==> src/rtl/pipe_hazard_ctrl.sv <==
`default_nettype none
// ============================================================================
// Module      : pipe_hazard_ctrl
// Description : Hazard and sequencing control for the IF/ID and ID/EX
//               registers of the 16-bit 5-stage core. Tracks in-flight
//               destination registers (EX/MEM/WB), stalls on RAW hazards,
//               flushes on EX redirects and drains the pipe on HALT.
// Revision    : 1.0 - initial release
// ============================================================================
module pipe_hazard_ctrl #(
    parameter int REG_BITS     = 3,
    parameter int WB_BYPASS    = 1,
    parameter int DRAIN_CYCLES = 4,
    parameter int CNT_W        = 16
) (
    input  logic                clk,
    input  logic                rst_n,
    input  logic                i_id_valid,
    input  logic                i_id_rs_used,
    input  logic [REG_BITS-1:0] i_id_rs,
    input  logic                i_id_rt_used,
    input  logic [REG_BITS-1:0] i_id_rt,
    input  logic                i_id_reg_wrt,
    input  logic [REG_BITS-1:0] i_id_write_reg,
    input  logic                i_id_halt,
    input  logic                i_ex_redirect,
    output logic                o_pc_en,
    output logic                o_if_id_en,
    output logic                o_if_id_flush,
    output logic                o_id_ex_bubble,
    output logic                o_halted,
    output logic [CNT_W-1:0]    o_stall_cnt
);

    localparam int DCW = (DRAIN_CYCLES > 1) ? $clog2(DRAIN_CYCLES) : 1;

    localparam logic [1:0] S_RUN    = 2'd0;
    localparam logic [1:0] S_DRAIN  = 2'd1;
    localparam logic [1:0] S_HALTED = 2'd2;

    localparam logic [DCW-1:0]   c_DRAIN_INIT = DCW'(DRAIN_CYCLES - 1);
    localparam logic [CNT_W-1:0] c_CNT_MAX    = '1;
    localparam logic             c_WB_CHECK   = (WB_BYPASS == 0);

    logic [1:0]          r_state;
    logic [DCW-1:0]      r_drain_cnt;
    logic [CNT_W-1:0]    r_stall_cnt;
    logic                r_sb_ex_v,  r_sb_mem_v,  r_sb_wb_v;
    logic [REG_BITS-1:0] r_sb_ex_reg, r_sb_mem_reg, r_sb_wb_reg;

    logic                w_hit_rs;
    logic                w_hit_rt;
    logic                w_hazard;
    logic                w_issue;
    logic                w_pc_en;
    logic                w_if_id_en;
    logic                w_flush;
    logic                w_bubble;
    logic                w_halted;
    logic                w_stall_inc;
    logic [1:0]          w_state_nxt;
    logic [DCW-1:0]      w_drain_nxt;

    // RAW hazard: a source register matches a valid in-flight destination.
    // The WB entry only matters when the regfile cannot forward its write.
    always_comb begin
        w_hit_rs = (r_sb_ex_v  && (r_sb_ex_reg  == i_id_rs)) ||
                   (r_sb_mem_v && (r_sb_mem_reg == i_id_rs)) ||
                   (c_WB_CHECK && r_sb_wb_v && (r_sb_wb_reg == i_id_rs));
        w_hit_rt = (r_sb_ex_v  && (r_sb_ex_reg  == i_id_rt)) ||
                   (r_sb_mem_v && (r_sb_mem_reg == i_id_rt)) ||
                   (c_WB_CHECK && r_sb_wb_v && (r_sb_wb_reg == i_id_rt));
        w_hazard = i_id_valid &&
                   ((i_id_rs_used && w_hit_rs) || (i_id_rt_used && w_hit_rt));
    end

    // Control outputs and next state; redirect beats hazard beats halt.
    always_comb begin
        w_pc_en     = 1'b1;
        w_if_id_en  = 1'b1;
        w_flush     = 1'b0;
        w_bubble    = 1'b0;
        w_halted    = 1'b0;
        w_stall_inc = 1'b0;
        w_state_nxt = r_state;
        w_drain_nxt = r_drain_cnt;
        case (r_state)
            S_RUN: begin
                if (i_ex_redirect) begin
                    w_flush  = 1'b1;
                    w_bubble = 1'b1;
                end else if (w_hazard) begin
                    w_pc_en     = 1'b0;
                    w_if_id_en  = 1'b0;
                    w_bubble    = 1'b1;
                    w_stall_inc = 1'b1;
                end else if (i_id_valid && i_id_halt) begin
                    // HALT itself moves into ID/EX; everything behind it is squashed.
                    w_pc_en     = 1'b0;
                    w_flush     = 1'b1;
                    w_state_nxt = S_DRAIN;
                    w_drain_nxt = c_DRAIN_INIT;
                end
            end
            S_DRAIN: begin
                if (i_ex_redirect) begin
                    // An older branch resolved: the HALT was on the wrong path.
                    w_flush     = 1'b1;
                    w_bubble    = 1'b1;
                    w_state_nxt = S_RUN;
                    w_drain_nxt = '0;
                end else begin
                    w_pc_en  = 1'b0;
                    w_flush  = 1'b1;
                    w_bubble = 1'b1;
                    if (r_drain_cnt == '0) begin
                        w_state_nxt = S_HALTED;
                    end else begin
                        w_drain_nxt = r_drain_cnt - 1'b1;
                    end
                end
            end
            S_HALTED: begin
                w_pc_en    = 1'b0;
                w_if_id_en = 1'b0;
                w_bubble   = 1'b1;
                w_halted   = 1'b1;
            end
            default: begin
                w_pc_en     = 1'b0;
                w_if_id_en  = 1'b0;
                w_flush     = 1'b1;
                w_bubble    = 1'b1;
                w_state_nxt = S_RUN;
                w_drain_nxt = '0;
            end
        endcase
    end

    assign w_issue = i_id_valid && !w_bubble;

    // While reset is asserted the pipe is frozen with a NOP in IF/ID and a bubble in ID/EX.
    assign o_pc_en        = rst_n && w_pc_en;
    assign o_if_id_en     = rst_n && w_if_id_en;
    assign o_if_id_flush  = !rst_n || w_flush;
    assign o_id_ex_bubble = !rst_n || w_bubble;
    assign o_halted       = rst_n && w_halted;
    assign o_stall_cnt    = r_stall_cnt;

    // FSM state and drain counter.
    always_ff @(posedge clk or negedge rst_n) begin
        if (!rst_n) begin
            r_state     <= S_RUN;
            r_drain_cnt <= '0;
        end else begin
            r_state     <= w_state_nxt;
            r_drain_cnt <= w_drain_nxt;
        end
    end

    // Destination scoreboard; advances every cycle, independent of stalls.
    always_ff @(posedge clk or negedge rst_n) begin
        if (!rst_n) begin
            r_sb_ex_v    <= 1'b0;
            r_sb_mem_v   <= 1'b0;
            r_sb_wb_v    <= 1'b0;
            r_sb_ex_reg  <= '0;
            r_sb_mem_reg <= '0;
            r_sb_wb_reg  <= '0;
        end else begin
            r_sb_ex_v    <= w_issue && i_id_reg_wrt;
            r_sb_ex_reg  <= i_id_write_reg;
            r_sb_mem_v   <= r_sb_ex_v;
            r_sb_mem_reg <= r_sb_ex_reg;
            r_sb_wb_v    <= r_sb_mem_v;
            r_sb_wb_reg  <= r_sb_mem_reg;
        end
    end

    // Saturating count of RAW-stall cycles.
    always_ff @(posedge clk or negedge rst_n) begin
        if (!rst_n) begin
            r_stall_cnt <= '0;
        end else if (w_stall_inc && (r_stall_cnt != c_CNT_MAX)) begin
            r_stall_cnt <= r_stall_cnt + 1'b1;
        end
    end

endmodule
`default_nettype wire

==> config.mk <==
export PLATFORM = sky130hd
export DESIGN_NAME = pipe_hazard_ctrl
export DESIGN_NICKNAME = d
export VERILOG_FILES = /design/src/rtl/pipe_hazard_ctrl.sv
export SDC_FILE = /design/constraint.sdc
export NUM_CORES = 1
export LEC_CHECK = 0
export CORE_UTILIZATION = 30
export DETAILED_ROUTE_END_ITERATION = 10
export GPL_TIMING_DRIVEN = 0
export PLACE_DENSITY = 0.53
export SYNTH_ARGS = -nofsm -noshare
export SYNTH_HDL_FRONTEND = slang
export SYNTH_SLANG_ARGS = --single-unit
export TNS_END_PERCENT = 30
==> constraint.sdc <==
create_clock -name clk -period 2.2 [get_ports clk]
set_input_delay 0.33 -clock clk [delete_from_list [all_inputs] [get_ports clk]]
set_output_delay 0.33 -clock clk [all_outputs]
set_load 0.05 [all_outputs]
Word-level counts from Yosys, hierarchy flattened
Cells that the tools add are included.
{"block": "word_totals", "register_bits": 28, "wordCells": 77}
{"block": "op_classes", "addsub": 2, "n_eq_ne": 12, "muxes": 30, "bitwise_logic": 1, "reduce_logical": 25}
{"op": "$mux 2", "count": 10}
{"op": "$add 16x1->16 const B", "count": 1}
{"op": "$ne 16x16->1 const B", "count": 1}
{"op": "$mux 1", "count": 15}
{"op": "$logic_and 1x1->1", "count": 14}
{"op": "$eq 3x3->1", "count": 4}
{"op": "$pmux 2 s3", "count": 2}
{"op": "$reduce_and 5->1", "count": 2}
{"op": "$ne 2x2->1 const B", "count": 3}
{"op": "$ne 3x3->1 const B", "count": 2}
{"op": "$pmux 1 s2", "count": 3}
{"op": "$logic_or 1x1->1", "count": 5}
{"op": "$logic_not 2->1", "count": 2}
{"op": "$eq 2x1->1 const B", "count": 1}
{"op": "$eq 2x2->1 const B", "count": 1}
{"op": "$logic_not 1->1", "count": 2}
{"op": "$sub 2x1->2 const B", "count": 1}
{"op": "$not 1->1", "count": 1}

Longest topological paths before layout
{"block": "depth", "word_depth": 12, "depth_mapped": 7, "mapped_depth_nobuf": 7}

Worst setup path after synthesis
No wires, ideal clock.
{"block": "synth_path", "kind": "reg-to-reg", "startpoint": "register r_stall_cnt[0] (netlist: o_stall_cnt[0])", "endpoint": "register r_stall_cnt[1] (netlist: o_stall_cnt[1])", "setup_ns": 0.128, "arrival_time_ns": 2.122, "setup_slack_ns": -0.049, "path_stages_with_launch": 7, "n_path_buf": 0, "path_cell_list": "dfrtp_1 -> ha_1 -> nand3_1 -> nor4_4 -> a211oi_4 -> nor2_1 -> mux2_1"}
{"block": "synth_between", "elab_chain_len": 2, "elab_cells_between_ends": 3, "classes_between": "add/sub: 1; eq/ne: 1; reduce/logical: 1"}
{"element": "start, declared", "line_no": "47", "source": "logic [CNT_W-1:0] r_stall_cnt;"}
{"element": "start signal, assigned", "line_no": "185", "source": "r_stall_cnt <= r_stall_cnt + 1'b1;"}
{"element": "branches (longest 2 deep; another with $add 16x1->16)"}
Parallel ways; which one is timed is not known.
A chain may end at the register's enable or synchronous reset.

Worst setup path in the final report
{"block": "layout_path", "startpoint": "register r_sb_ex_reg[2]", "endpoint": "output port o_pc_en"}
{"block": "layout_between", "elab_chain_len": 10, "elab_cells_between_ends": 14, "classes_between": "eq/ne: 2; mux: 3; reduce/logical: 9"}
{"element": "start, declared", "line_no": "49", "source": "logic [REG_BITS-1:0] r_sb_ex_reg, r_sb_mem_reg, r_sb_wb_reg;"}
{"element": "start signal, assigned", "line_no": "172", "source": "r_sb_ex_reg <= i_id_write_reg;"}
{"element": "$eq 3x3->1 (on tied branches)", "line_no": "67, 70"}
{"element": "$logic_and 1x1->1 (on tied branches)", "line_no": "67, 70"}
{"element": "$logic_or 1x1->1 (on tied branches)", "line_no": "67, 70"}
{"element": "$logic_and 1x1->1", "line_no": "74", "source": "((i_id_rs_used && w_hit_rs) || (i_id_rt_used && w_hit_rt));"}
{"element": "$logic_or 1x1->1 *", "line_no": "74"}
{"element": "$logic_and 1x1->1 *", "line_no": "73", "source": "w_hazard = i_id_valid &&"}
{"element": "$mux 1 *", "line_no": "92", "source": "end else if (w_hazard) begin"}
{"element": "$mux 1 *", "line_no": "89", "source": "if (i_ex_redirect) begin"}
{"element": "$pmux 1 s2 *", "line_no": "87", "source": "case (r_state)"}
{"element": "$logic_and 1x1->1 *", "line_no": "143", "source": "assign o_pc_en = rst_n && w_pc_en;"}
{"element": "end, declared", "line_no": "27", "source": "output logic o_pc_en,"}
Every way passes the cells marked *; elsewhere a longest branch is shown, timed or not.

==> results.md <==
* Compound-Gate Fraction of Synth Area at 18.06%
* Register area at 703.2 µm²
* Area share of the largest cell type after synthesis at approximately 45%
* Final #Nets at approximately 210
* Peak VDD IR at 0.4282 mV
* Clock Skew at roughly 0.012 ns
* Achievable Freq at 473.5 MHz
* CORE AREA at about 4900 µm²
* Fin util at 44.74%
* Max_cap viols at 0
* RSZ-0062 raised after global routing: true
* Yosys warns at 0
* Iteration-0 DRC Markers at 63
* Filler cells at around 480
* Post-synthesis simple-gate area fraction at ~16%
* DRC viols at 0
* Critical-path cell list: xnor2_1, nand4_1, nand2_2, a221oi_2, o311a_1, buf_6
* CP Max Fanout at 3
* CTS tree: built
* 1st-pass router iterations at 4
* First-pass GRT wire length at 5961 µm
* Chip height at roughly 74 µm
* Clk Tree Root Cell: clkbuf_8
* Top post-synthesis cells by area: dfrtp_1 (45%), xnor2_1 (15%), nand4_1 (3.2%), o211ai_2 (3.2%), o21ai_2 (2.8%)
* Syn Inst Count at 139
* Post-Synth Adder-Cell Area at about 1.6%
* WS Path Type: flip-flop to output pin
* Worst Setup Start Kind: flip-flop
* Slew margin rel. at about two thirds
* Avg WL per Cell at 14.23 µm
* Period minus WS final at 2.112 ns
* GRT Residual Overflow at 0
* Ys async rst share at 100.0%
* Port bufs at 36
* Yosys reg bits at 28
* Status: complete, no violations
* Die area at ~5500 µm²
* Worst-Margin Slew at 0.5091 ns
* DP HPWL at 2538 µm
* Clock Latency Late Sink at ~0.27 ns
* Final setup fails at 0
* Total CTS buffers at 3
* Initial antenna violation count at 0
* Gpl congestion at 0.7809
* Largest family of logic cells by synthesized area: compound AO/OA/AOI/OAI gates
* Post-synthesis mux area share at 0.7160%
* Share of layout cells above drive strength 1 at 21.93%
* IO Count at 38
* Post-synth top area cell: dfrtp_1
* Final period util at 96.01%
* Final wirelength at about 3600 µm
* Delay of the slowest critical-path stage at ~0.42 ns
* Site Rows at 25
* Max reg flops at 16
* Most used DFF post-synth: dfrtp_1
* Initial Util at around 32%
* Clock Tree Buf Depth at 2
* Worst path required time at roughly 1.9 ns
* Area delta synth->final at 38.82%
* Final-report hold violation count at 0
* Ant diodes at 0
* R2r setup slk at roughly 0.15 ns
* Pwr/cell area at 619.5 nW/µm²
* Critical path's slowest cell: dfrtp_1
* Die Span X at roughly 74 µm
* TNS Setup at 0 ns
* Post-synthesis xor/xnor area fraction at between 10% and 20%
* H-tree depth at 1
* EDFF count, synth at 0
* Final ANT Viol Nets at 0
* Top cells by count, synth: dfrtp_1 (28), xnor2_1 (27), inv_1 (8), nand4_1 (8), nor2_1 (8)
* Sequential fraction of the synthesis area at around 45%
* GRT Overall Usage at between 10 and 15%
* Critical Path End Type: output pin
* Post-synthesis average cell area at between 10 and 15 µm²
* Largest net degree at the start of global routing at 29
* Routed vias at about 1200
* Cell area after synthesis at between 1500 and 2000 µm²
* Area occupied by multi-input gates at around 840 µm²
* Syn_nets at around 160
* Clock Sinks at 28
* CTS clk-pin slew, worst paths at about 0.10 ns
* Max-slew violations at 0
* Vias in the first global route at ~1300
* Synth cell types at 34
* Hold Path Class: input pin to async pin
* Most frequent cell after synthesis: dfrtp_1
* Static Leak at 0.9527 nW
* Worst path arrival time at ~1.8 ns
* Vias per std cell at 4.866
-- power breakdown --
| group | total (mW) | internal [mW] | switching [mW] |
|---|---|---|---|
| Combinational | 0.448 | 0.190 | 0.258 |
| Clock | 0.290 | 0.130 | 0.160 |
| Sequential | 0.614 | 0.562 | 0.0525 |
-- cell families after synthesis --
kind of cell / count (synthesis)
simple gates: 40
flops: 28
xor+xnor: 27
fa+ha+maj: 2
compound gates: 29
mux: 1
buf+inv: 12
-- worst paths after layout --
kind,start,cells after the start,endpoint
hold reg to reg,r_sb_ex_v$_DFF_PN0_,0,r_sb_mem_v$_DFF_PN0_
hold / removal,rst_n,2,o_stall_cnt[14]$_DFFE_PN0P_
setup / recovery,r_sb_ex_reg[2]$_DFF_PN0_,6,o_pc_en
min in group clk,r_sb_ex_v$_DFF_PN0_,0,r_sb_mem_v$_DFF_PN0_
max in group asynchronous,rst_n,2,o_stall_cnt[0]$_DFFE_PN0P_
setup reg to reg,r_sb_ex_reg[1]$_DFF_PN0_,8,o_stall_cnt[11]$_DFFE_PN0P_
-- timing repair --
| item | 4_1_cts | 5_1_grt |
|---|---|---|
| hold buffers | 1 | 0 |
| buffers inserted | 5 | 2 |
| resized for setup | 35 | 11 |
| setup endpoints to repair | 5 | 4 |
| pin swaps | 5 | 9 |
| hold endpoints to repair | 28 | 0 |
-- metrics by stage --
stage | total power, mW | cells | instance area, µm² | setup WS, ns | hold slack [ns]
after global routing | 1.425 | 254 | 2183 | -0.03447 | 0.02078
after global placement | 1.039 | 242 | 2019 | -1.329 | 0.3987
after CTS | 1.355 | 252 | 2131 | -0.04329 | 0.02198
after detailed placement | 1.056 | 242 | 2019 | -1.398 | 0.3985
final | 1.353 | 254 | 2183 | 0.08785 | 0.01318
after floorplan | 0.9078 | 139 | 1575 | 0.09283 | 0.03441
-- final cells by class --
type	instances	area share, %
Buffer	4	1.777
Inverter	8	1.375
Tap cell	67	3.840
Multi-Input combinational cell	99	38.34
Timing Repair Buffer	44	20.40
Clock buffer	4	2.063
Sequential cell	28	32.21
-- layout by cell type (no fill, tap or decap), types with 2 or more instances in the layout --
master	n
o31a_1	2
dlymetal6s2s_1	6
a211oi_4	2
ha_1	2
o21ai_2	5
o2111ai_1	4
nand4_1	8
buf_4	9
nor2_1	8
xnor2_1	27
inv_1	8
nand2_1	5
and4_1	2
clkbuf_8	3
and3_1	4
nand2b_1	3
dfrtp_2	2
dfrtp_1	26
a22o_1	2
nand2_2	2
o211ai_2	4
nand3_1	3
clkdlybuf4s50_1	24
buf_6	6
-- worst max-delay path, delay by kind of cell, from the launching register on --
| kind | cells | cell delay (ns) |
|---|---|---|
| buf+inv | 1 | 0.16 |
| xor+xnor | 1 | 0.17 |
| simple gates | 2 | 0.33 |
| compound gates | 2 | 0.43 |
| flops | 1 | 0.42 |
-- routing by layer --
layer  wire length (µm)  up-vias  track usage [%]
li1                   -      597                -
met1               1645      615            18.33
met2               1821       20            23.22
met3                108        4            2.981
met4                 38        0            4.193
met5                  0        -                0
Note: power is estimated with default switching activity, not from simulation.
